**src/rtl/tc_arb_pkg.sv**
```systemverilog
// Shared types and constants for the tag-cache acquire arbiter.
package tc_arb_pkg;

    localparam int BEATS  = 8;
    localparam int BEATW  = 3;
    localparam int ATYPEW = 16;

    typedef enum logic [2:0] {
        A_GET          = 3'd0,
        A_GET_BLOCK    = 3'd1,
        A_PUT          = 3'd2,
        A_PUT_BLOCK    = 3'd3,
        A_PUT_ATOMIC   = 3'd4,
        A_GET_PREFETCH = 3'd5,
        A_PUT_PREFETCH = 3'd6
    } a_type_e;

    typedef enum logic [3:0] {
        G_VOLUNTARY_ACK  = 4'd0,
        G_PREFETCH_ACK   = 4'd1,
        G_PUT_ACK        = 4'd3,
        G_GET_DATA_BEAT  = 4'd4,
        G_GET_DATA_BLOCK = 4'd5
    } g_type_e;

    typedef enum logic {
        ARB_OPEN,
        ARB_LOCKED
    } arb_state_e;

    // Downstream client_xact_id = {requester index, requester xid}.
    function automatic int xact_id_width(input int nreq, input int xidw);
        return $clog2(nreq) + xidw;
    endfunction

endpackage

```
**src/rtl/tc_acquire_arbiter_if.sv**
```systemverilog
// Bundle of requester, acquire, grant and finish signals around the arbiter.
interface tc_acquire_arbiter_if #(
    parameter int NREQ  = 4,
    parameter int XIDW  = 5,
    parameter int ADDRW = 26,
    parameter int DATAW = 64,
    parameter int TAGW  = 4,
    parameter int MIDW  = 2
);
    import tc_arb_pkg::*;

    logic [NREQ-1:0]                       req_valid;
    logic [NREQ-1:0]                       req_ready;
    logic [NREQ-1:0]                       req_last;
    logic [NREQ*ADDRW-1:0]                 req_addr;
    logic [NREQ*XIDW-1:0]                  req_xid;
    logic [NREQ*BEATW-1:0]                 req_beat;
    logic [NREQ*ATYPEW-1:0]                req_atype;
    logic [NREQ*DATAW-1:0]                 req_data;
    logic [NREQ*TAGW-1:0]                  req_tag;

    logic                                  acq_valid;
    logic                                  acq_ready;
    logic [ADDRW-1:0]                      acq_addr;
    logic [xact_id_width(NREQ, XIDW)-1:0]  acq_xid;
    logic [BEATW-1:0]                      acq_beat;
    logic [ATYPEW-1:0]                     acq_atype;
    logic [DATAW-1:0]                      acq_data;
    logic [TAGW-1:0]                       acq_tag;

    logic                                  gnt_valid;
    logic                                  gnt_ready;
    logic [xact_id_width(NREQ, XIDW)-1:0]  gnt_xid;
    logic                                  gnt_last;
    logic                                  gnt_need_finish;
    logic [MIDW-1:0]                       gnt_mid;

    logic [NREQ-1:0]                       rsp_valid;
    logic [NREQ-1:0]                       rsp_ready;
    logic [XIDW-1:0]                       rsp_xid;

    logic                                  fin_valid;
    logic                                  fin_ready;
    logic [MIDW-1:0]                       fin_mid;

    logic                                  err;

    // Arbiter side.
    modport slave (
        input  req_valid, req_last, req_addr, req_xid, req_beat, req_atype, req_data, req_tag,
        output req_ready,
        output acq_valid, acq_addr, acq_xid, acq_beat, acq_atype, acq_data, acq_tag,
        input  acq_ready,
        input  gnt_valid, gnt_xid, gnt_last, gnt_need_finish, gnt_mid,
        output gnt_ready,
        output rsp_valid, rsp_xid,
        input  rsp_ready,
        output fin_valid, fin_mid,
        input  fin_ready,
        output err
    );

    // Requesters plus the tag cache.
    modport master (
        output req_valid, req_last, req_addr, req_xid, req_beat, req_atype, req_data, req_tag,
        input  req_ready,
        input  acq_valid, acq_addr, acq_xid, acq_beat, acq_atype, acq_data, acq_tag,
        output acq_ready,
        output gnt_valid, gnt_xid, gnt_last, gnt_need_finish, gnt_mid,
        input  gnt_ready,
        input  rsp_valid, rsp_xid,
        output rsp_ready,
        input  fin_valid, fin_mid,
        output fin_ready,
        input  err
    );

endinterface

```
**src/rtl/tc_finish_fifo.sv**
```systemverilog
// Small synchronous FIFO holding manager_xact_ids that still owe a finish.
module tc_finish_fifo #(
    parameter int DEPTH = 2,
    parameter int WIDTH = 2
) (
    input  logic             clk,
    input  logic             rstn,
    input  logic             push_i,
    input  logic [WIDTH-1:0] data_i,
    input  logic             pop_i,
    output logic [WIDTH-1:0] head_o,
    output logic             full_o,
    output logic             empty_o
);

    localparam int PTRW = (DEPTH > 1) ? $clog2(DEPTH) : 1;
    localparam int CNTW = $clog2(DEPTH + 1);

    logic [WIDTH-1:0] mem_q [DEPTH];
    logic [PTRW-1:0]  wr_q, wr_d;
    logic [PTRW-1:0]  rd_q, rd_d;
    logic [CNTW-1:0]  cnt_q, cnt_d;
    logic             do_push, do_pop;

    function automatic logic [PTRW-1:0] ptr_next(input logic [PTRW-1:0] p);
        return (p == PTRW'(DEPTH - 1)) ? '0 : p + PTRW'(1);
    endfunction

    assign full_o  = (cnt_q == CNTW'(DEPTH));
    assign empty_o = (cnt_q == '0);
    assign head_o  = mem_q[rd_q];
    assign do_push = push_i && !full_o;
    assign do_pop  = pop_i && !empty_o;

    // Pointer and occupancy next state; push and pop may happen together.
    always_comb begin
        wr_d  = wr_q;
        rd_d  = rd_q;
        cnt_d = cnt_q;
        if (do_push) begin
            wr_d = ptr_next(wr_q);
        end
        if (do_pop) begin
            rd_d = ptr_next(rd_q);
        end
        if (do_push && !do_pop) begin
            cnt_d = cnt_q + CNTW'(1);
        end else if (do_pop && !do_push) begin
            cnt_d = cnt_q - CNTW'(1);
        end
    end

    // Pointer/occupancy registers with synchronous reset.
    always_ff @(posedge clk) begin
        if (!rstn) begin
            wr_q  <= '0;
            rd_q  <= '0;
            cnt_q <= '0;
        end else begin
            wr_q  <= wr_d;
            rd_q  <= rd_d;
            cnt_q <= cnt_d;
        end
    end

    // Storage needs no reset; occupancy decides what is meaningful.
    always_ff @(posedge clk) begin
        if (do_push) begin
            mem_q[wr_q] <= data_i;
        end
    end

endmodule

```
**src/rtl/tc_acquire_arbiter.sv**
```systemverilog
// Round-robin sharing of the tag-cache acquire/grant/finish port among NREQ requesters.
module tc_acquire_arbiter
    import tc_arb_pkg::*;
#(
    parameter int NREQ     = 4,
    parameter int IDXW     = $clog2(NREQ),
    parameter int XIDW     = 5,
    parameter int ADDRW    = 26,
    parameter int DATAW    = 64,
    parameter int TAGW     = 4,
    parameter int MIDW     = 2,
    parameter int MAXOUT   = 4,
    parameter int FINDEPTH = 2
) (
    input  logic clk,
    input  logic rstn,
    tc_acquire_arbiter_if.slave bus
);

    localparam int CXIDW = xact_id_width(NREQ, XIDW);
    localparam int CNTW  = $clog2(MAXOUT + 1);

    arb_state_e                 state_q, state_d;
    logic [IDXW-1:0]            owner_q, owner_d;
    logic [IDXW-1:0]            rr_ptr_q, rr_ptr_d;
    logic [NREQ-1:0][CNTW-1:0]  cnt_q, cnt_d;
    logic                       err_q, err_d;

    logic [NREQ-1:0]            elig;
    logic                       found;
    logic [IDXW-1:0]            win;
    logic                       acq_fire;

    logic [IDXW-1:0]            gidx;
    logic                       gidx_ok;
    logic                       gnt_ready_int;
    logic                       gnt_fire;
    logic                       fin_block;
    logic                       fin_push;
    logic                       fin_pop;
    logic                       fifo_full;
    logic                       fifo_empty;
    logic [MIDW-1:0]            fifo_head;

    logic [NREQ-1:0]            inc_vec;
    logic [NREQ-1:0]            dec_vec;

    // A requester may start a new transaction only below its outstanding cap.
    always_comb begin
        elig = '0;
        for (int i = 0; i < NREQ; i++) begin
            elig[i] = bus.req_valid[i] && (cnt_q[i] < CNTW'(MAXOUT));
        end
    end

    // Winner: the burst owner while locked, else first eligible at or after rr_ptr.
    always_comb begin
        logic [IDXW-1:0] cand;
        cand  = '0;
        found = 1'b0;
        win   = '0;
        if (state_q == ARB_LOCKED) begin
            found = bus.req_valid[owner_q];
            win   = owner_q;
        end else begin
            for (int k = 0; k < NREQ; k++) begin
                cand = rr_ptr_q + IDXW'(k);
                if (!found && elig[cand]) begin
                    found = 1'b1;
                    win   = cand;
                end
            end
        end
    end

    assign acq_fire = rstn && found && bus.acq_ready;

    // Acquire fields are muxed straight from the winner, no added latency.
    always_comb begin
        bus.acq_valid  = rstn && found;
        bus.acq_addr   = bus.req_addr [int'(win)*ADDRW  +: ADDRW];
        bus.acq_xid    = {win, bus.req_xid[int'(win)*XIDW +: XIDW]};
        bus.acq_beat   = bus.req_beat [int'(win)*BEATW  +: BEATW];
        bus.acq_atype  = bus.req_atype[int'(win)*ATYPEW +: ATYPEW];
        bus.acq_data   = bus.req_data [int'(win)*DATAW  +: DATAW];
        bus.acq_tag    = bus.req_tag  [int'(win)*TAGW   +: TAGW];
        bus.req_ready  = '0;
        bus.req_ready[win] = acq_fire;
    end

    // Lock on a non-last beat; a last beat releases the lock and advances rr_ptr.
    always_comb begin
        state_d  = state_q;
        owner_d  = owner_q;
        rr_ptr_d = rr_ptr_q;
        if (acq_fire) begin
            if (bus.req_last[win]) begin
                state_d  = ARB_OPEN;
                rr_ptr_d = win + IDXW'(1);
            end else begin
                state_d  = ARB_LOCKED;
                owner_d  = win;
            end
        end
    end

    // Grant beats are routed by the index carried in the upper xid bits.
    assign gidx          = bus.gnt_xid[CXIDW-1:XIDW];
    assign gidx_ok       = (int'(gidx) < NREQ);
    assign fin_block     = bus.gnt_last && bus.gnt_need_finish && fifo_full;
    assign gnt_ready_int = rstn && bus.rsp_ready[gidx] && !fin_block;
    assign gnt_fire      = bus.gnt_valid && gnt_ready_int;
    assign fin_push      = gnt_fire && bus.gnt_last && bus.gnt_need_finish;
    assign fin_pop       = bus.fin_valid && bus.fin_ready;

    // Grant-side outputs toward the requesters and the cache.
    always_comb begin
        bus.gnt_ready = gnt_ready_int;
        bus.rsp_valid = (rstn && bus.gnt_valid) ? (NREQ'(1) << gidx) : '0;
        bus.rsp_xid   = bus.gnt_xid[XIDW-1:0];
        bus.fin_valid = rstn && !fifo_empty;
        bus.fin_mid   = fifo_head;
        bus.err       = err_q;
    end

    // Per-requester transaction open/close events for this cycle.
    always_comb begin
        inc_vec = '0;
        dec_vec = '0;
        if (acq_fire && bus.req_last[win]) begin
            inc_vec[win] = 1'b1;
        end
        if (gnt_fire && bus.gnt_last && gidx_ok) begin
            dec_vec[gidx] = 1'b1;
        end
    end

    // Outstanding counters; a close with nothing open flags err and saturates at 0.
    always_comb begin
        cnt_d = cnt_q;
        err_d = err_q;
        for (int i = 0; i < NREQ; i++) begin
            if (dec_vec[i] && (cnt_q[i] == '0)) begin
                err_d = 1'b1;
                if (inc_vec[i]) begin
                    cnt_d[i] = cnt_q[i] + CNTW'(1);
                end
            end else if (inc_vec[i] && !dec_vec[i]) begin
                cnt_d[i] = cnt_q[i] + CNTW'(1);
            end else if (dec_vec[i] && !inc_vec[i]) begin
                cnt_d[i] = cnt_q[i] - CNTW'(1);
            end
        end
        if (gnt_fire && bus.gnt_last && !gidx_ok) begin
            err_d = 1'b1;
        end
    end

    // Arbiter state registers; reset abandons any burst in progress.
    always_ff @(posedge clk) begin
        if (!rstn) begin
            state_q  <= ARB_OPEN;
            owner_q  <= '0;
            rr_ptr_q <= '0;
            cnt_q    <= '0;
            err_q    <= 1'b0;
        end else begin
            state_q  <= state_d;
            owner_q  <= owner_d;
            rr_ptr_q <= rr_ptr_d;
            cnt_q    <= cnt_d;
            err_q    <= err_d;
        end
    end

    tc_finish_fifo #(
        .DEPTH (FINDEPTH),
        .WIDTH (MIDW)
    ) u_finish_fifo (
        .clk     (clk),
        .rstn    (rstn),
        .push_i  (fin_push),
        .data_i  (bus.gnt_mid),
        .pop_i   (fin_pop),
        .head_o  (fifo_head),
        .full_o  (fifo_full),
        .empty_o (fifo_empty)
    );

endmodule

```
**src/flat_wrapper.sv**
```systemverilog
// flat-port wrapper written by rule: the top's interface ports become plain ports
module tc_acquire_arbiter_flat import tc_arb_pkg::*;
#(
    parameter int NREQ     = 4,
    parameter int IDXW     = $clog2(NREQ),
    parameter int XIDW     = 5,
    parameter int ADDRW    = 26,
    parameter int DATAW    = 64,
    parameter int TAGW     = 4,
    parameter int MIDW     = 2,
    parameter int MAXOUT   = 4,
    parameter int FINDEPTH = 2
)
  (clk, rstn, bus_req_valid, bus_req_last, bus_req_addr, bus_req_xid, bus_req_beat, bus_req_atype, bus_req_data, bus_req_tag, bus_req_ready, bus_acq_valid, bus_acq_addr, bus_acq_xid, bus_acq_beat, bus_acq_atype, bus_acq_data, bus_acq_tag, bus_acq_ready, bus_gnt_valid, bus_gnt_xid, bus_gnt_last, bus_gnt_need_finish, bus_gnt_mid, bus_gnt_ready, bus_rsp_valid, bus_rsp_xid, bus_rsp_ready, bus_fin_valid, bus_fin_mid, bus_fin_ready, bus_err);
  tc_acquire_arbiter_if #(.NREQ(NREQ), .XIDW(XIDW), .ADDRW(ADDRW), .DATAW(DATAW), .TAGW(TAGW), .MIDW(MIDW)) bus_i ();
  input  logic clk;
  input  logic rstn;
  input wire logic [$bits(bus_i.req_valid)-1:0] bus_req_valid;
  input wire logic [$bits(bus_i.req_last)-1:0] bus_req_last;
  input wire logic [$bits(bus_i.req_addr)-1:0] bus_req_addr;
  input wire logic [$bits(bus_i.req_xid)-1:0] bus_req_xid;
  input wire logic [$bits(bus_i.req_beat)-1:0] bus_req_beat;
  input wire logic [$bits(bus_i.req_atype)-1:0] bus_req_atype;
  input wire logic [$bits(bus_i.req_data)-1:0] bus_req_data;
  input wire logic [$bits(bus_i.req_tag)-1:0] bus_req_tag;
  output wire logic [$bits(bus_i.req_ready)-1:0] bus_req_ready;
  output wire logic [$bits(bus_i.acq_valid)-1:0] bus_acq_valid;
  output wire logic [$bits(bus_i.acq_addr)-1:0] bus_acq_addr;
  output wire logic [$bits(bus_i.acq_xid)-1:0] bus_acq_xid;
  output wire logic [$bits(bus_i.acq_beat)-1:0] bus_acq_beat;
  output wire logic [$bits(bus_i.acq_atype)-1:0] bus_acq_atype;
  output wire logic [$bits(bus_i.acq_data)-1:0] bus_acq_data;
  output wire logic [$bits(bus_i.acq_tag)-1:0] bus_acq_tag;
  input wire logic [$bits(bus_i.acq_ready)-1:0] bus_acq_ready;
  input wire logic [$bits(bus_i.gnt_valid)-1:0] bus_gnt_valid;
  input wire logic [$bits(bus_i.gnt_xid)-1:0] bus_gnt_xid;
  input wire logic [$bits(bus_i.gnt_last)-1:0] bus_gnt_last;
  input wire logic [$bits(bus_i.gnt_need_finish)-1:0] bus_gnt_need_finish;
  input wire logic [$bits(bus_i.gnt_mid)-1:0] bus_gnt_mid;
  output wire logic [$bits(bus_i.gnt_ready)-1:0] bus_gnt_ready;
  output wire logic [$bits(bus_i.rsp_valid)-1:0] bus_rsp_valid;
  output wire logic [$bits(bus_i.rsp_xid)-1:0] bus_rsp_xid;
  input wire logic [$bits(bus_i.rsp_ready)-1:0] bus_rsp_ready;
  output wire logic [$bits(bus_i.fin_valid)-1:0] bus_fin_valid;
  output wire logic [$bits(bus_i.fin_mid)-1:0] bus_fin_mid;
  input wire logic [$bits(bus_i.fin_ready)-1:0] bus_fin_ready;
  output wire logic [$bits(bus_i.err)-1:0] bus_err;
  assign bus_i.req_valid = bus_req_valid;
  assign bus_i.req_last = bus_req_last;
  assign bus_i.req_addr = bus_req_addr;
  assign bus_i.req_xid = bus_req_xid;
  assign bus_i.req_beat = bus_req_beat;
  assign bus_i.req_atype = bus_req_atype;
  assign bus_i.req_data = bus_req_data;
  assign bus_i.req_tag = bus_req_tag;
  assign bus_req_ready = bus_i.req_ready;
  assign bus_acq_valid = bus_i.acq_valid;
  assign bus_acq_addr = bus_i.acq_addr;
  assign bus_acq_xid = bus_i.acq_xid;
  assign bus_acq_beat = bus_i.acq_beat;
  assign bus_acq_atype = bus_i.acq_atype;
  assign bus_acq_data = bus_i.acq_data;
  assign bus_acq_tag = bus_i.acq_tag;
  assign bus_i.acq_ready = bus_acq_ready;
  assign bus_i.gnt_valid = bus_gnt_valid;
  assign bus_i.gnt_xid = bus_gnt_xid;
  assign bus_i.gnt_last = bus_gnt_last;
  assign bus_i.gnt_need_finish = bus_gnt_need_finish;
  assign bus_i.gnt_mid = bus_gnt_mid;
  assign bus_gnt_ready = bus_i.gnt_ready;
  assign bus_rsp_valid = bus_i.rsp_valid;
  assign bus_rsp_xid = bus_i.rsp_xid;
  assign bus_i.rsp_ready = bus_rsp_ready;
  assign bus_fin_valid = bus_i.fin_valid;
  assign bus_fin_mid = bus_i.fin_mid;
  assign bus_i.fin_ready = bus_fin_ready;
  assign bus_err = bus_i.err;
  tc_acquire_arbiter #(.NREQ(NREQ), .IDXW(IDXW), .XIDW(XIDW), .ADDRW(ADDRW), .DATAW(DATAW), .TAGW(TAGW), .MIDW(MIDW), .MAXOUT(MAXOUT), .FINDEPTH(FINDEPTH)) u_core (.clk(clk), .rstn(rstn), .bus(bus_i));
endmodule
```
**config.mk**
```make
export PLATFORM = sky130hd
export DESIGN_NAME = tc_acquire_arbiter_flat
export DESIGN_NICKNAME = d
export VERILOG_FILES = /design/src/rtl/tc_arb_pkg.sv /design/src/rtl/tc_acquire_arbiter_if.sv /design/src/rtl/tc_finish_fifo.sv /design/src/rtl/tc_acquire_arbiter.sv /design/src/flat_wrapper.sv
export SDC_FILE = /design/constraint.sdc
export NUM_CORES = 1
export LEC_CHECK = 0
export BUFFER_PORTS_ARGS = -buffer_cell sky130_fd_sc_hd__buf_2
export CAP_MARGIN = 40
export CORE_AREA = 4 4 245 247
export CTS_CLUSTER_DIAMETER = 200
export DETAILED_ROUTE_END_ITERATION = 10
export DIE_AREA = 0 0 249 251
export HOLD_SLACK_MARGIN = 0.02
export SETUP_SLACK_MARGIN = 0.4
export SLEW_MARGIN = 0
export SYNTH_ARGS = -nofsm -noshare
export SYNTH_HDL_FRONTEND = slang
export SYNTH_SLANG_ARGS = --single-unit
export TNS_END_PERCENT = 1
```
**constraint.sdc**
```tcl
create_clock -name clk -period 3.7 [get_ports clk]
set_input_delay 0 -clock clk [delete_from_list [all_inputs] [get_ports clk]]
set_output_delay 0 -clock clk [all_outputs]
set_load 0.02 [all_outputs]
```
After elaboration in Yosys (flattened, before gate mapping)
Memory sizes are Yosys's and may differ from the RTL's. A register that Yosys moved wholly into a read port is not among the register bits.
Index checks and enable logic that the tools add are counted.
{ "classes": {"muxes": 63, "n_eq_ne": 5, "n_mul": 3, "reduce_logical": 71, "shift": 7, "n_lt_le_gt_ge": 13, "add_sub_neg": 16, "bitwise": 2} }
{ "ops": {"columns": ["cell", "n"], "rows": [
  ["256-bit by 9-bit indexed part select with 64-bit output", 1],
  ["104-bit by 32-bit indexed part select with 26-bit output", 1],
  ["64-bit by 7-bit indexed part select with 16-bit output", 1],
  ["3-bit 2-to-1 mux", 16],
  ["1-bit logical AND", 38],
  ["12-bit by 32-bit indexed part select with 3-bit output", 1],
  ["20-bit by 32-bit indexed part select with 5-bit output", 1],
  ["1-bit 2-to-1 mux", 28],
  ["2-bit by 3-bit < comparator with 1-bit output, second input constant", 7],
  ["1-bit zero test", 16],
  ["16-bit by 5-bit indexed part select with 4-bit output", 1],
  ["1-bit binary-select mux with 2-bit select", 7],
  ["2-bit 2-to-1 mux", 7],
  ["3-bit by 1-bit adder with 3-bit output, second input constant", 4],
  ["3-bit zero test", 4],
  ["3-bit < comparator, second input constant", 4],
  ["4-bit 2-to-1 mux", 3],
  ["2-bit AND reduction", 6],
  ["3-bit nonzero test", 4],
  ["3-bit by 1-bit subtractor with 3-bit output, second input constant", 4],
  ["2-bit by 1-bit inequality test with 1-bit output, second input constant", 4],
  ["2-bit by 1-bit adder with 2-bit output, second input constant", 3],
  ["2-bit by 4-bit multiplier with 6-bit output, second input constant", 1],
  ["2-bit by 3-bit multiplier with 5-bit output, second input constant", 1],
  ["other kinds (13)", 17]
]} }
{ "word_totals": {"ram_bits": 4, "in_bits": 500, "word_cells": 192, "n_memories": 1, "out_inout_bits": 139, "reg_bits": 22} }
{ "memory_table": {"columns": ["memory", "depth", "width", "read_ports", "rd_clocked_by_memory_dff", "write_ports", "line", "text"], "rows": [
  ["u_core.u_finish_fifo.mem_q", 2, 2, 1, 1, 1, "tc_finish_fifo.sv:19", "logic [WIDTH-1:0] mem_q [DEPTH];"]
]} }

Depth between registers and ports, before layout
Gate-level depths: netlist of run 1.
{ "logic_depth": {"word_depth": 28, "depth_mapped": 17, "mapped_depth_nobuf": 15} }

Modules after synthesis
A second synthesis of run 1 with hierarchy kept.
{ "unflattened": {"hier_cells": 1048, "area_unflattened_um2": 5686.7} }
{ "by_module_without_submodules": {"columns": ["module", "cells_each", "area_per_inst_um2", "instances", "seq_area_each_um2"], "rows": [
  ["tc_acquire_arbiter", 1017, 5310.1, 1, 360.3],
  ["tc_finish_fifo", 31, 376.6, 1, 220.2]
]} }

Worst setup path after synthesis of run 1
Ideal clock, no wire load.
{ "synth_path": {"kind": "reg2reg", "from": "reg u_core.cnt_q[2] (netlist name)", "to": "reg u_core.cnt_q[5] (netlist name)", "t_arrival_ns": 3.308, "period_less_slack_ns": 3.433, "n_path_buf": 2, "setup_time_ns": 0.125, "path_stages_with_launch": 16, "slack_ns": 0.267, "cell_sequence": "dfxtp_1 nor3b_1 a31oi_1 nor2_1 o41ai_4 clkbuf_1 clkbuf_1 ha_1 and3_1 and2_1 ha_1 nor2_1 mux2i_1 nor2_1 mux2i_1 o2bb2ai_1"} }
{ "synth_via": {"elab_chain_cells": 27} }
{ "synth_lines": {"columns": ["element", "line", "text"], "rows": [
  ["start, declared", "tc_acquire_arbiter.sv:26", "logic [NREQ-1:0][CNTW-1:0] cnt_q, cnt_d;"],
  ["start signal, assigned", "tc_acquire_arbiter.sv:171", "cnt_q <= cnt_d;"],
  ["3-bit < comparator (*)", "tc_acquire_arbiter.sv:52", "elig[i] = bus.req_valid[i] && (cnt_q[i] < CNTW'(MAXOUT));"],
  ["1-bit logical AND (*)", "tc_acquire_arbiter.sv:52", null],
  ["1-bit binary-select mux with 2-bit select", "tc_acquire_arbiter.sv:68", "if (!found && elig[cand]) begin"],
  ["1-bit 2-to-1 mux (implied by the code)", "tc_acquire_arbiter.sv:68", null],
  ["1-bit 2-to-1 mux", "tc_acquire_arbiter.sv:68", null],
  ["1-bit 2-to-1 mux", "tc_acquire_arbiter.sv:62", "if (state_q == ARB_LOCKED) begin"],
  ["1-bit zero test", "tc_acquire_arbiter.sv:68", null],
  ["1-bit logical AND", "tc_acquire_arbiter.sv:68", null],
  ["(+10 left out)", null, null],
  ["via bus_acq_xid[5]", "flat_wrapper.sv:29", "output wire logic [$bits(bus_i.acq_xid)-1:0] bus_acq_xid;"],
  ["(+1 left out)", null, null],
  ["1-bit logical AND (implied by the code)", "tc_acquire_arbiter.sv:131", "inc_vec[win] = 1'b1;"],
  ["1-bit 2-to-1 mux (implied by the code)", "tc_acquire_arbiter.sv:131", null],
  ["1-bit demux with 2-bit select", null, null],
  ["4-bit 2-to-1 mux (*)", "tc_acquire_arbiter.sv:130", "if (acq_fire && bus.req_last[win]) begin"],
  ["1-bit zero test", "tc_acquire_arbiter.sv:150", "end else if (dec_vec[i] && !inc_vec[i]) begin"],
  ["1-bit logical AND", "tc_acquire_arbiter.sv:150", null],
  ["3-bit nonzero test (no source line)", null, null],
  ["2-bit AND reduction (no source line)", null, null]
]} }
The timed path passes the listed nets; every way through them passes the cells marked *. The select of a mux whose other input is x is not followed.
A chain may end at the register's enable or synchronous reset.

Worst setup path after layout of run 1
{ "layout_path": {"from": "reg u_core.cnt_q[5] (netlist name)", "to": "reg u_core.cnt_q[8] (netlist name)"} }
{ "layout_via": {"elab_chain_cells": 27} }
{ "layout_lines": {"columns": ["element", "line"], "rows": [
  ["3-bit < comparator (*)", "tc_acquire_arbiter.sv:52"],
  ["1-bit logical AND (*)", "tc_acquire_arbiter.sv:52"],
  ["1-bit binary-select mux with 2-bit select", "tc_acquire_arbiter.sv:68"],
  ["1-bit 2-to-1 mux (implied by the code)", "tc_acquire_arbiter.sv:68"],
  ["1-bit 2-to-1 mux", "tc_acquire_arbiter.sv:68"],
  ["1-bit 2-to-1 mux", "tc_acquire_arbiter.sv:62"],
  ["1-bit zero test", "tc_acquire_arbiter.sv:68"],
  ["1-bit logical AND", "tc_acquire_arbiter.sv:68"],
  ["(+11 left out)", null],
  ["1-bit logical AND (implied by the code)", "tc_acquire_arbiter.sv:131"],
  ["1-bit 2-to-1 mux (implied by the code)", "tc_acquire_arbiter.sv:131"],
  ["1-bit demux with 2-bit select", null],
  ["4-bit 2-to-1 mux (*)", "tc_acquire_arbiter.sv:130"],
  ["1-bit zero test", "tc_acquire_arbiter.sv:150"],
  ["1-bit logical AND", "tc_acquire_arbiter.sv:150"],
  ["3-bit nonzero test (no source line)", null],
  ["2-bit AND reduction (no source line)", null]
]} }
Mark *: on every way between the ends. The rest lies on a longest branch, timed or not. The select of a mux whose other input is x is not followed.

==> reports/results.ini, run 1 <==
[clock_network]
cts.htree.levels = 1
cts-root-buf = sky130_fd_sc_hd__clkbuf_16
tritoncts = yes
clk_latency_ns = 0.27
tritoncts_num_sinks = 27
clk_path_buf_depth = 2
tritoncts.num_buffers = 3
path_clk_slew_ns = 0.07

[global_routing]
gr-total-overflow = 0
grt_use_total_pct = 10.3
antenna_found_initial = 5
grt_start_max_net_pins = 130
grt_first_pass_wirelength_mm = 51.9
vias_in_the_first_global_route = 8991

[floorplan]
chip_width_um = 249
effective_utilization_at_floorplan_pct = 9.86
io_pins = 639
die-area_mm2 = 0.0625
core.rowCount = 88
dieHeight_um = 251
core_mm2 = 0.0576

[route]
num_vias = 9341
detail_route.vias_per_cell = 3.94
post-route-drc-count = 0
drt-initial-drc-count = 640
drt_wl_total_mm = 35.6
avgRoutedWirePerCell_um = 15.0
ant_nets = 0
detailedRoute.firstPassIterationCount = 5

[placed_design]
placedCellCount = 2351
portBuffers = 628
post-place-ws_ns = 0.488
detailedPlacementHpwl_mm = 29.7
place.gp.congestion = 0.898

[sta]
unrepaired_setup_endpoints_after_global_routing = true
postLayoutSetupSlackWorst_ns = 0.546
tightestPinTransition_ns = 0.894
setup-violations-final = 0
layout_min_cycle_time_ns = 3.15
setup-tns-final_ns = 0
timing.fmax_mhz = 317
final-max-slew-violation-count = 0
final.period_utilization_pct = 85.2
maxSlewHeadroom_pct = 40.4
clock-skew-final_ns = 0.00777
hold_violations = 0

[yosys]
post_synth_num_cell_types = 48
ys_async_sr_fraction_pct = 0
synth_top_area_cell = sky130_fd_sc_hd__nand2_1
synth_nets = 1552
netlist_top_cells_count = sky130_fd_sc_hd__nand2_1 (497), sky130_fd_sc_hd__and3_1 (126), sky130_fd_sc_hd__a31oi_1 (120), sky130_fd_sc_hd__clkbuf_1 (52), sky130_fd_sc_hd__nor2_1 (25)
yosysWarningCount = 0
synth.top_cell.area_share_pct = 32.9
yosys-top-cells-area = sky130_fd_sc_hd__nand2_1 (33%), sky130_fd_sc_hd__and3_1 (14%), sky130_fd_sc_hd__a31oi_1 (13%)
yosys.cell_count.top_type = sky130_fd_sc_hd__nand2_1
syn_area_cell_um2 = 5.51
postSynth.topFlopCell = sky130_fd_sc_hd__dfxtp_1
syn_area_mm2 = 0.00568
ys_seq_area_share_pct = 10.2
mapped_cells = 1031
synth_edf_count = 4
post_synthesis_register_bit_count = 27

[setup_path]
timing.critical_path.arrival_ns = 3.36
timing_worst_setup_path_type = flop to flop
slowest_stage = sky130_fd_sc_hd__dfxtp_2
cp.required_ns = 3.91
setup.worst_path.start_class = flop
timing.critical_path.slowest_cell_delay_ns = 0.34
critical_path_peak_fanout = 12
worstSetupEndpointType = flop
path_common_cell = sky130_fd_sc_hd__mux2i_1
timing.critical_path.cells = nor2b_1 -> a41oi_2 -> o221ai_2 -> o21ai_4 -> mux2i_2 -> mux2i_1 -> buf_4 -> and3_1 -> ha_1 -> mux2i_1 -> or2_2 -> or3_1 -> a21oi_1 -> a41o_1
ff2ff_path_depth = 14

[pwr]
int_power_uw = 1750
netSwitchingFraction_pct = 58.4
power.static_leakage_uw = 0.00528
power.density_mw_per_mm2 = 427
vdd.ir_drop.worst_mv = 0.260
clock_power_share_pct = 6.0
pwr-share-seq_pct = 8.1
comb_power_share_pct = 85.9
p_sw_uw = 2460

[layout]
area_growth_pct = 73.5
layoutNonFillerInstCount = 2368
ratio_of_cells_with_drive_above_1_in_the_final_layout_pct = 42.4
layout.core_utilization_pct = 17.1
layout.nets = 2122

[worst_hold_path]
holdPathStages = 4
hold_class = input pin to flop

[job]
drv_cap = 0

[outcome]
outcome = complete, no violations

[state kept, by name, summed over array words and instances, names as in the netlist, 2 cells and up, named ones only]
| name | count |
|---|---|
| u_core.rr_ptr_q | 2 |
| u_core.owner_q | 2 |
| u_core.u_finish_fifo.mem_q | 4 |
| u_core.u_finish_fifo.cnt_q | 2 |
| u_core.cnt_q | 12 |
[kinds of logic (layout without fill, tap and decap cells)]
family / after synthesis / after routing / share of synthesized area [%]
adder cells (fa/ha/maj): 21 / 21 / 4.63
XOR/XNOR: 8 / 8 / 1.23
flip-flops: 27 / 27 / 10.2
other: 0 / 3 / 0
AO/OA/AOI/OAI: 153 / 153 / 18.0
multiplexers: 22 / 22 / 4.39
buffers and inverters: 106 / 675 / 7.93
AND/OR/NAND/NOR: 694 / 694 / 53.6
[final cells by class]
| cell class | count | area (µm²) |
|---|---|---|
| inverters | 16 | 66.3 |
| diodes | 3 | 7.51 |
| clock buffers | 3 | 75.1 |
| repair buffers | 655 | 3450 |
| clock inverters | 1 | 5.00 |
| fillers | 6782 | 47700 |
| well taps | 765 | 957 |
| multi-input cells | 898 | 4700 |
| flip-flops and latches | 27 | 584 |
[critical path: cells and delay by family, from the launching register on]
family          cells  cell delay, ns
buf+inv             1            0.20
simple gates        4            1.14
compound gates      5            0.78
fa+ha+maj           1            0.22
flops               1            0.34
mux                 3            0.42
[metrics by stage]
stage	power, µW	instance area (µm²)	hold WS (ns)
after floorplan	2570	5680	0.0989
after global placement	3960	9600	0.00172
after detailed placement	3950	9600	0.00172
after CTS	4230	9760	0.140
after global routing	4580	9850	0.161
final	4210	9850	0.134
[power by group through the flow]
| stage | logic, µW | clock network, µW | registers (µW) |
|---|---|---|---|
| floorplan | 2220 | 0 | 341 |
| global placement | 3620 | 0 | 345 |
| detailed placement | 3610 | 0 | 346 |
| CTS | 3640 | 258 | 339 |
| global route | 3960 | 268 | 347 |
| finish | 3620 | 252 | 342 |
[layout by cell type, fill, tap and decap left out, drive strengths merged, types with 4 or more instances in the layout]
cell,n
a21oi,7
a31oi,121
and2,4
and3,126
buf,648
dfxtp,23
dlygate4sd3,7
edfxtp,4
ha,21
inv,14
mux2i,17
nand2,497
nand2b,5
nand3,9
nor2,25
nor2b,6
nor3,4
nor3b,4
nor4,4
o21ai,7
xor2,6
[metal layers]
metal / GRT usage [%] / share of wire (%) / up-vias / wire length (µm)
met3: 1.86 / 7.9 / 50 / 2830
met4: 3.83 / 3.8 / 0 / 1370
met2: 18.8 / 50 / 521 / 17800
li1: - / - / 4638 / -
met5: 0 / 0 / - / 0
met1: 12.2 / 38 / 4132 / 13600
[final timing paths]
path	from	endpoint	slack [ns]
min reg2reg	u_core.cnt_q[0]	u_core.cnt_q[0]	0.48
max reg2reg	u_core.cnt_q[5]	u_core.cnt_q[8]	0.55
max	u_core.cnt_q[5]	u_core.cnt_q[8]	0.55
min	bus_fin_ready	flop	0.13
[what timing repair did]
| action | CTS | global route |
|---|---|---|
| gates resized for setup | 1 | 16 |
| endpoints found under the hold margin | 9 | 0 |
| hold buffers | 7 | 0 |
| endpoints found under the setup margin | 1 | 19 |
| pin swaps | 0 | 3 |
| setup buffers | 0 | 3 |
No activity file was read; power rests on OpenSTA's default activity.
==> run 2: changes to the inputs <==
==> constraint.sdc (replaced) <==
create_clock -name clk -period 3.6 [get_ports clk]
set_input_delay 0 -clock clk [delete_from_list [all_inputs] [get_ports clk]]
set_output_delay 0 -clock clk [all_outputs]
set_load 0.02 [all_outputs]
==> reports/results.ini, run 2 (synthesis results as in run 1) <==
[floorplan]
io_pins = 639  ; unchanged
core.rowCount = 88  ; unchanged
effective_utilization_at_floorplan_pct = 9.86  ; unchanged
dieHeight_um = 251  ; unchanged
core_mm2 = 0.0576  ; unchanged
chip_width_um = 249  ; unchanged
die-area_mm2 = 0.0625  ; unchanged

[setup_path]
cp.required_ns = 3.60  ; -0.31 ns
r2r-start = u_core.cnt_q[8]
worstSetupEndpointType = output port
reg2reg_slack_ns = 0.45  ; -0.10 ns
timing.critical_path.slowest_cell_delay_ns = 0.36  ; +0.02 ns
worstSetupStartpoint = u_core.cnt_q[2]
timing.critical_path.arrival_ns = 3.21  ; -0.15 ns
slowest_stage = sky130_fd_sc_hd__dfxtp_2
critical_path_peak_fanout = 73  ; +61
timing_worst_setup_path_type = flop to output port
timing.critical_path.cells = nor2b_1 -> o211ai_1 -> a22oi_1 -> o21ai_4 -> buf_4 -> inv_6 -> buf_6 -> buf_16 -> nand2_1 -> and3_1 -> a31oi_1 -> buf_2
setup.worst_path.start_class = flop

[placed_design]
place.gp.congestion = 0.891  ; -0.81%
portBuffers = 628  ; unchanged
post-place-ws_ns = 0.217  ; -0.270 ns
detailedPlacementHpwl_mm = 29.6  ; -0.50%

[clock_network]
tritoncts_num_sinks = 27  ; unchanged
cts-root-buf = sky130_fd_sc_hd__clkbuf_16
tritoncts = yes
cts.htree.levels = 1  ; unchanged
clk_path_buf_depth = 2  ; unchanged
path_clk_slew_ns = 0.07  ; about the same
clk_latency_ns = 0.27  ; about the same
tritoncts.num_buffers = 3  ; unchanged

[sta]
postLayoutSetupSlackWorst_ns = 0.389  ; -0.157 ns
layout_min_cycle_time_ns = 3.21
final.period_utilization_pct = 89.2
final-max-slew-violation-count = 0  ; unchanged
setup-tns-final_ns = 0  ; unchanged
hold_violations = 0  ; unchanged
whs_ns = 0.114  ; -0.0202 ns
maxSlewHeadroom_pct = 48.8  ; +8.4 points
tightestPinTransition_ns = 0.769  ; -0.126 ns
unrepaired_setup_endpoints_after_global_routing = true
setup-violations-final = 0  ; unchanged
clock-skew-final_ns = 0.00566  ; -0.00211 ns
timing.fmax_mhz = 311

[layout]
registers.top_by_ff_count = u_core.cnt_q
max_reg_flops = 12  ; unchanged
layout_commonest_cell = sky130_fd_sc_hd__buf_2
layout.nets = 2124  ; +0.094%
ratio_of_cells_with_drive_above_1_in_the_final_layout_pct = 42.3  ; -0.12 points
biggest_registers_after_layout = u_core.cnt_q: 12 flops, u_core.u_finish_fifo.mem_q: 4 flops
final_cell_mix = sky130_fd_sc_hd__buf_2 (628), sky130_fd_sc_hd__nand2_1 (497), sky130_fd_sc_hd__and3_1 (126)
area_growth_pct = 73.6  ; about the same

[global_routing]
grt_use_total_pct = 10.4  ; +0.080 points
grt_first_pass_wirelength_mm = 52.5  ; +1.1%
vias_in_the_first_global_route = 9165  ; +1.9%
grt_start_max_net_pins = 115  ; -12%
gr-total-overflow = 0  ; unchanged
antenna_found_initial = 10  ; +5

[route]
drt_wl_total_mm = 36.4  ; +2.1%
avgRoutedWirePerCell_um = 15.4  ; +2.1%
num_vias = 9517  ; +1.9%
post-route-drc-count = 0  ; unchanged
detailedRoute.firstPassIterationCount = 5  ; unchanged
detail_route.vias_per_cell = 4.02  ; +1.8%
ant_nets = 0  ; unchanged
drt-initial-drc-count = 707  ; +10%

[worst_hold_path]
hold_class = input pin to flop
min_delay_startpoint = bus_fin_ready

[pwr]
report.power.total_uw = 4360  ; +3.5%
power.density_mw_per_mm2 = 442  ; +3.4%
power.static_leakage_uw = 0.00529  ; +0.22%
vdd.ir_drop.worst_mv = 0.227  ; -13%

[outcome]
outcome = complete, no violations

[job]
drv_cap = 0  ; unchanged

==> run 2: per-layer routing <==
metal	up-vias	part of all wire (%)	track usage, %
li1	4649	-	-
met1	4223	37	11.9
met2	573	49	18.8
met3	68	8.8	2.13
met4	4	4.8	4.66
met5	-	0.058	0
==> run 2: power breakdown <==
| group | switching, µW | total (µW) | internal [µW] |
|---|---|---|---|
| registers | 25.0 | 352 | 327 |
| clock network | 112 | 262 | 150 |
| logic | 2430 | 3740 | 1320 |
| total | 2560 | 4360 | 1790 |
==> run 2: area by class of cell <==
class | count | area (µm²)
fill | 6666 | 47700
multi-input combinational | 898 | 4680
timing repair buffer | 657 | 3480
tap | 765 | 957
sequential | 27 | 583
clock buffer | 3 | 75.1
inverter | 16 | 66.3
antenna | 3 | 7.51
clock inverter | 1 | 5.00
==> run 2: worst paths after layout <==
check                                   endpoint  cells after the start
worst max-delay path            bus_acq_data[62]                     12
worst min register to register   u_core.cnt_q[7]                      2
worst max register to register  u_core.cnt_q[11]                     13
worst min-delay path                        flop                      4
==> run 2: timing repair <==
item | 4_1_cts | 5_1_grt
pin swaps | 3 | 1
setup endpoints to repair | 8 | 83
setup buffers | 4 | 1
cloned | 0 | 1
hold buffers | 7 | 0
gates resized for setup | 8 | 6
endpoints found under the hold margin | 9 | 0
==> run 2: stage by stage <==
stage	util, %	area (µm²)	cells
6_report	17.1	9860	2370
5_1_grt	17.1	9850	2369
4_1_cts	17.0	9790	2365
3_5_place_dp	16.6	9580	2350
3_3_place_gp	16.6	9580	2350
2_1_floorplan	-	5680	1031
==> run 2: critical path: cells and delay by family (launching register included) <==
family | cells | cell delay, ns
AND/OR/NAND/NOR | 3 | 0.60
buffers and inverters | 5 | 1.00
AO/OA/AOI/OAI | 4 | 0.89
flip-flops | 1 | 0.36
